File: src/rtl/vga_timing_generator.sv
// Raster timing source for a 640x480@60 VGA frame.
// Pixel counters, sync/blank decodes and pixel-rate pulses, all registered.
module vga_timing_generator #(
  parameter int CLK_DIV   = 2,
  parameter int H_VISIBLE = 640,
  parameter int H_FRONT   = 16,
  parameter int H_SYNC    = 96,
  parameter int H_BACK    = 48,
  parameter int V_VISIBLE = 480,
  parameter int V_FRONT   = 10,
  parameter int V_SYNC    = 2,
  parameter int V_BACK    = 33
) (
  input  logic       clk,
  input  logic       rst,
  output logic       hsync,
  output logic       vsync,
  output logic       blank_n,
  output logic [8:0] row,
  output logic [9:0] column,
  output logic       pixel_tick,
  output logic       line_start,
  output logic       frame_start
);

  localparam int H_TOTAL = H_VISIBLE + H_FRONT + H_SYNC + H_BACK;
  localparam int V_TOTAL = V_VISIBLE + V_FRONT + V_SYNC + V_BACK;
  localparam int DW      = (CLK_DIV > 1) ? $clog2(CLK_DIV) : 1;

  localparam logic [DW-1:0] DIV_LAST = DW'(CLK_DIV - 1);
  localparam logic [9:0] H_LAST   = 10'(H_TOTAL - 1);
  localparam logic [9:0] V_LAST   = 10'(V_TOTAL - 1);
  localparam logic [9:0] H_VIS    = 10'(H_VISIBLE);
  localparam logic [9:0] V_VIS    = 10'(V_VISIBLE);
  localparam logic [9:0] HS_START = 10'(H_VISIBLE + H_FRONT);
  localparam logic [9:0] HS_END   = 10'(H_VISIBLE + H_FRONT + H_SYNC);
  localparam logic [9:0] VS_START = 10'(V_VISIBLE + V_FRONT);
  localparam logic [9:0] VS_END   = 10'(V_VISIBLE + V_FRONT + V_SYNC);

  logic [DW-1:0] div_q, div_d;
  logic [9:0]    h_q, h_d;
  logic [9:0]    v_q, v_d;
  logic          adv;
  logic          h_wrap;

  logic          hsync_q, hsync_d;
  logic          vsync_q, vsync_d;
  logic          blank_q, blank_d;
  logic [8:0]    row_q, row_d;
  logic [9:0]    col_q, col_d;
  logic          tick_q;
  logic          ls_q, ls_d;
  logic          fs_q, fs_d;
  logic          vis_v;

  always_comb begin
    adv    = (div_q == DIV_LAST);
    div_d  = adv ? '0 : div_q + DW'(1);
    h_wrap = (h_q == H_LAST);
    h_d    = h_wrap ? '0 : h_q + 10'd1;
    v_d    = v_q;
    if (h_wrap) begin
      v_d = (v_q == V_LAST) ? '0 : v_q + 10'd1;
    end
    // decodes use the post-advance position
    hsync_d = !((h_d >= HS_START) && (h_d < HS_END));
    vsync_d = !((v_d >= VS_START) && (v_d < VS_END));
    vis_v   = (v_d < V_VIS);
    blank_d = (h_d < H_VIS) && vis_v;
    col_d   = blank_d ? h_d : '0;
    row_d   = vis_v ? v_d[8:0] : '0;
    ls_d    = (h_d == '0);
    fs_d    = ls_d && (v_d == '0);
  end

  always_ff @(posedge clk or negedge rst) begin
    if (!rst) begin
      div_q   <= '0;
      h_q     <= '0;
      v_q     <= '0;
      hsync_q <= 1'b1;
      vsync_q <= 1'b1;
      blank_q <= 1'b1;
      row_q   <= '0;
      col_q   <= '0;
      tick_q  <= 1'b0;
      ls_q    <= 1'b0;
      fs_q    <= 1'b0;
    end else begin
      div_q  <= div_d;
      tick_q <= adv;
      ls_q   <= adv && ls_d;
      fs_q   <= adv && fs_d;
      if (adv) begin
        h_q     <= h_d;
        v_q     <= v_d;
        hsync_q <= hsync_d;
        vsync_q <= vsync_d;
        blank_q <= blank_d;
        row_q   <= row_d;
        col_q   <= col_d;
      end
    end
  end

  assign hsync       = hsync_q;
  assign vsync       = vsync_q;
  assign blank_n     = blank_q;
  assign row         = row_q;
  assign column      = col_q;
  assign pixel_tick  = tick_q;
  assign line_start  = ls_q;
  assign frame_start = fs_q;

endmodule
File: config.mk
export PLATFORM = sky130hd
export DESIGN_NAME = vga_timing_generator
export DESIGN_NICKNAME = d
export VERILOG_FILES = /design/src/rtl/vga_timing_generator.sv
export SDC_FILE = /design/constraint.sdc
export NUM_CORES = 1
export LEC_CHECK = 0
export CORE_ASPECT_RATIO = 1.4
export CORE_UTILIZATION = 43
export DETAILED_ROUTE_END_ITERATION = 10
export DONT_BUFFER_PORTS = 1
export PLACE_DENSITY = 0.65
export SYNTH_ARGS = -nofsm -noshare
export SYNTH_HDL_FRONTEND = slang
export SYNTH_SLANG_ARGS = --single-unit
File: constraint.sdc
create_clock -name clk -period 2.4 [get_ports clk]
set_input_delay 0.24 -clock clk [delete_from_list [all_inputs] [get_ports clk]]
set_output_delay 0.24 -clock clk [all_outputs]
set_load 0.01 [all_outputs]
==> results of run 1 <==
## cell usage after synthesis, types with 5 or more instances
cell type / count
a21oi_1: 8
buf_2: 6
clkbuf_1: 14
dfrtp_1: 43
inv_1: 11
nand2_1: 34
nand3_1: 16
nor2_1: 16
nor3_1: 6
o21ai_0: 16
o2bb2ai_1: 10
o31ai_1: 5
xnor2_1: 15
xor2_1: 5
## routing by layer
metal	GRT usage, %	wire length (um)	vias up
li1	-	-	1085
met1	24.1	2530	1127
met2	40.7	3600	71
met3	4.11	183	32
met4	14.8	379	0
met5	0	0	-
## area by class of cell
cell class | instances | area (um^2)
fillers | 546 | 2760
multi-input cells | 202 | 1370
flip-flops and latches | 46 | 1150
repair buffers | 44 | 369
well taps | 70 | 87.6
clock buffers | 6 | 72.6
inverters | 12 | 45.0
clock inverters | 2 | 13.8
## what timing repair did
item                                   in CTS  in global routing
hold buffers                                2                  0
gates resized for setup                     1                  9
endpoints found under the hold margin      46                  0
pin swaps                                   0                  5
setup endpoints to repair                   1                  8
buffers inserted                            0                  8
## metrics by stage
| stage | total power (W) | setup TNS, ns | instances | worst slack, ns |
|---|---|---|---|---|
| after CTS | 0.00128 | 0 | 374 | 0.0415 |
| after detailed placement | 0.000790 | -0.0219 | 364 | -0.0219 |
| after floorplan | 0.000790 | 0 | 281 | 0.0412 |
| final | 0.00127 | 0 | 382 | 0.126 |
| after global placement | 0.000790 | 0 | 364 | 0.0296 |
| after global routing | 0.00131 | -0.0820 | 382 | -0.0461 |
## report_power, final
part           switching, W  internal [W]  leakage [nW]
sequential                0      0.000774         0.609
combinational     0.0000153    0.00000577         0.637
clock              0.000268      0.000206        0.0452
total              0.000283      0.000986          1.29
## flip-flops by register name, summed over array words and instances, names as in the netlist
register	cells
v_q	10
hsync	1
h_q	10
line_start	1
row	9
adv	1
frame_start	1
blank_n	1
column	10
vsync	1
pixel_tick	1
## worst paths after layout
check                             start        end  slack (ns)  cells after the start
worst min-delay path                rst     v_q[4]        0.44                      2
worst max-delay path             h_q[9]  column[0]        0.13                      6
worst min register to register  blank_n    blank_n        0.51                      2
min in group clk                blank_n    blank_n        0.51                      2
max in group asynchronous           rst      hsync        1.69                      2
worst max register to register   h_q[9]  column[0]        0.13                      6
## kinds of logic (layout without fill, tap and decap cells)
kind of cell	after synthesis	after routing	synth area share, %
and+or+nand+nor	105	105	21.8
AOI/OAI and AO/OA	70	70	19.4
DFF	46	46	44.0
buffers and inverters	33	64	5.01
xor gates and xnor gates	20	20	6.68
adders and majority gates	4	4	1.91
muxes	3	3	1.24
==> qor.csv, run 1 <==
metric,value,unit
"top cells by area, synth","dfrtp_1 41%, xnor2_1 5.0%, nand2_1 4.9%, o2bb2ai_1 3.3%, nand3_1 3.1%",
synthesized flop and latch total,46,
ANT cells,0,
Worst Path Max Fanout,8,
Overall Global Routing Usage,23.0,%
final worst-path cycle share,94.7,%
top-area cell type share of the netlist area,41.0,%
"Net count, final",317,
synth warn,0,
# DRC,0,
first-pass GRT wire length,10.8,mm
VDD IR max,0.289,mV
ys async rst share,100,%
Worst Setup Path Type,register to register,
type of element launching the critical path,register,
status,"finished, final reports clean",
syn nets,287,
hold crit path type,input pin to async pin,
Root Driver,clkbuf_8,
Pwr Density,408,nW/um^2
clk_skew,0.00406,ns
Syn Inst Count,281,
clk sink count,46,
top_reg_cell synth,dfrtp_1,
IO Count,27,
Synth area leader,dfrtp_1,
Die Span X,68.0,um
Post-DP Area,2880,um^2
cts bufs inserted,5,
Leak,1.29,nW
crit end category,register,
Vias/cell,6.06,
Antenna Nets Post-Route,0,
I/O Buffers,0,
FMAX,0.440,GHz
die area,6420,um^2
most frequent cells in the layout,"43 x dfrtp_1, 40 x buf_4, 34 x nand2_1",
final max-slew violation count,0,
sequential cell area fraction in the yosys report,44.0,%
core footprint,5860,um^2
mean area per synthesized cell,9.34,um^2
Post-synth EDFFs,0,
Max Cap Violations,0,
vias in the first global route,2247,
Total Routed Length,6.69,mm
H-tree Lvls,2,
fraction of layout instances using a drive strength above 1,22.8,%
Die Y-Extent,94.4,um
largest net degree at the start of global routing,47,
Synth cell types,54,
Final Hold Viols,0,
Skew-Pair Late Insertion Delay,0.30,ns
Worst-Margin Slew,0.469,ns
Layout area overhead,18.5,%
"commonest non-fill, non-tap cell in the layout",dfrtp_1,
"critical path, cell by cell","or3b_4, nor4_2, xnor2_1, or4_4, o211ai_4, o32ai_1",
final core occ,53.0,%
GR Overflow Total,0,
crit path buf inv count,0,
worst hold slack,0.444,ns
final instance area,3110,um^2
Critical Path Max Stage Delay,0.58,ns
initial antenna violation count,0,
drt initial violations,171,
initial core utilization,44.8,%
"Reg clk slew, reported paths",0.09,ns
crit-path leading delay family,simple AND/OR/NAND/NOR gates,
Mapped Area,2620,um^2
row cnt,33,
slew margin rel.,68.4,%
setup violators final,0,
detailed-route via count,2315,
DRT Pass-1 Iters,4,
clock period minus worst slack,2.27,ns
Final HPWL DP,4.91,mm
TritonCTS clock tree,built,
routability-driven placement congestion ratio,0.897,
CP max stage cell,or4_4,
Worst Path Required,2.57,ns
DR WL/cell,17.5,um
CTS Buffer Depth,2,
Worst EP arrival,2.45,ns
Note: power is estimated with default switching activity, not from simulation.
==> run 2: changes to the inputs <==
--- a/config.mk
+++ b/config.mk
@@ -13,3 +13,4 @@
 export SYNTH_ARGS = -nofsm -noshare
 export SYNTH_HDL_FRONTEND = slang
 export SYNTH_SLANG_ARGS = --single-unit
+export TNS_END_PERCENT = 30
==> constraint.sdc (replaced) <==
create_clock -name clk -period 2.07 [get_ports clk]
set_input_delay 0.207 -clock clk [delete_from_list [all_inputs] [get_ports clk]]
set_output_delay 0.207 -clock clk [all_outputs]
set_load 0.01 [all_outputs]
==> qor.csv, run 2 (synthesis gave the netlist of run 1 again) <==
metric,value,unit,change
FILL cells,494,,-9.5%
routability-driven placement congestion ratio,0.927,,+3.3%
DR WL/cell,17.7,um,+1.0%
worst hold slack,0.426,ns,-0.0181 ns
setup violators final,22,,+22
clock period minus worst slack,2.19,ns,-0.0866 ns
crit end category,register,,
first-pass GRT wire length,11.2,mm,+3.4%
CTS Buffer Depth,2,,unchanged
flop-to-flop setup slack,-0.12,ns,-0.24 ns
fraction of layout instances using a drive strength above 1,32.3,%,+9.6 points
FMAX,0.457,GHz,+4.0%
most frequent cells in the layout,"60 x buf_4, 41 x dfrtp_1, 34 x nand2_1",,
Post-Layout Cell Count,407,,+6.5%
ANT cells,0,,unchanged
Final HPWL DP,5.23,mm,+6.6%
VDD IR max,0.331,mV,+15%
CP max stage cell,or4_4,,
type of element launching the critical path,register,,
detailed-route via count,2359,,+1.9%
TritonCTS clock tree,built,,
Die Y-Extent,94.4,um,unchanged
Critical Path Max Stage Delay,0.59,ns,about the same
r2r worst-path depth,6,,unchanged
Leak,1.45,nW,+12%
clk_skew,0.00608,ns,+0.00201 ns
Final Hold Viols,0,,unchanged
clk sink count,46,,unchanged
Die Span X,68.0,um,unchanged
Worst-Margin Slew,0.455,ns,-0.0131 ns
failing checks,negative setup slack,,
Overall Global Routing Usage,23.8,%,+0.73 points
Reg-to-Reg Start,h_q[7],,
status,"finished, violations left",,
vias in the first global route,2336,,+4.0%
IO Count,27,,unchanged
Worst Setup Path Type,register to register,,
Inst Count DP,389,,+6.9%
Worst Path Max Fanout,8,,unchanged
cts bufs inserted,5,,unchanged
initial antenna violation count,0,,unchanged
GR Overflow Total,0,,unchanged
"Net count, final",342,,+7.9%
largest net degree at the start of global routing,47,,unchanged
hold crit path type,input pin to async pin,,
core footprint,5860,um^2,unchanged
Layout area overhead,31.9,%,
die area,6420,um^2,unchanged
drt initial violations,194,,+13%
DRT Pass-1 Iters,4,,unchanged
"critical path, cell by cell","nand4b_1, nor4_4, xnor2_1, or4_4, o211ai_4, o32ai_2",,
row cnt,33,,unchanged
setup_tns,-1.52,ns,-1.52 ns
Max Cap Violations,0,,unchanged
Skew-Pair Late Insertion Delay,0.30,ns,about the same
slew margin rel.,69.5,%,+1.2 points
final worst-path cycle share,106,%,+11 points
Pwr Density,462,nW/um^2,+13%
"Reg clk slew, reported paths",0.09,ns,about the same
Vias/cell,5.80,,-4.4%
"commonest non-fill, non-tap cell in the layout",buf_4,,
# DRC,0,,unchanged
Antenna Nets Post-Route,0,,unchanged
Worst Path Required,2.25,ns,-0.32 ns
Root Driver,clkbuf_8,,
final max-slew violation count,0,,unchanged
unrepaired setup endpoints after global routing,yes,,
Worst Slack Setup Final,-0.117,ns,-0.243 ns
r2r endpoint,column[5],,
Worst EP arrival,2.37,ns,-0.08 ns
Total Routed Length,7.20,mm,+7.6%
final core occ,59.0,%,+6.0 points
initial core utilization,44.8,%,unchanged
Tot Pwr,0.00160,W,+26%
H-tree Lvls,2,,unchanged
I/O Buffers,0,,unchanged
-- run 2: changes by cell type in the layout (fill, tap and decap cells not counted), sizes merged --
| cell | previous run | this run |
|---|---|---|
| buf | 43 | 67 |
| bufinv | 0 | 1 |
| nand2 | 35 | 36 |
| clkinv | 3 | 1 |
| clkinvlp | 0 | 1 |
-- run 2: report_power, final --
| group | switching [W] | internal, W | total [W] |
|---|---|---|---|
| Combinational | 0.0000186 | 0.00000670 | 0.0000253 |
| Clock | 0.000316 | 0.000361 | 0.000677 |
| Sequential | 0 | 0.000898 | 0.000898 |
-- run 2: how the worst max path moves through the flow --
| stage | from | to | slack, ns | cells past startpoint |
|---|---|---|---|---|
| floorplan | h_q[0] | column[0] | -0.11 | 8 |
| global placement | h_q[6] | vsync | -0.12 | 8 |
| detailed placement | v_q[7] | frame_start | -0.15 | 6 |
| CTS | h_q[6] | frame_start | -0.10 | 9 |
| global route | v_q[7] | column[5] | -0.24 | 7 |
| finish | h_q[7] | column[5] | -0.12 | 6 |
-- run 2: area by class of cell --
type,instances,area (um^2),area share (%)
clock buffer,6,72.6,2.10
inverter,12,45.0,1.30
tap,70,87.6,2.53
sequential,46,1160,33.4
timing repair buffer,68,573,16.6
clock inverter,2,37.5,1.08
multi-input combinational,203,1490,43.0
-- run 2: critical path, delay by kind of cell, from the launching register on --
kind             cells  cell delay, ns
AND/OR/NAND/NOR      3            1.16
XOR/XNOR             1            0.11
flip-flops           1            0.46
AO/OA/AOI/OAI        2            0.34
-- run 2: repair_timing --
item	CTS	global route
pin swaps	2	9
hold endpoints to repair	46	0
endpoints found under the setup margin	23	27
hold buffers	2	0
gates cloned	0	1
gates resized for setup	4	19
setup buffers	1	6
-- run 2: routing by layer --
layer | track usage, % | vias up | share of wire (%)
li1 | - | 1134 | -
met1 | 25.9 | 1146 | 39
met2 | 42.3 | 56 | 54
met3 | 4.11 | 23 | 3.0
met4 | 12.3 | 0 | 4.1
met5 | 0 | - | 0
-- run 2: through the flow --
stage,instance area [um^2],setup WS (ns)
floorplan,2680,-0.114
detailed placement,3120,-0.152
finish,3460,-0.117
CTS,3300,-0.103
global route,3460,-0.242
global placement,3120,-0.120
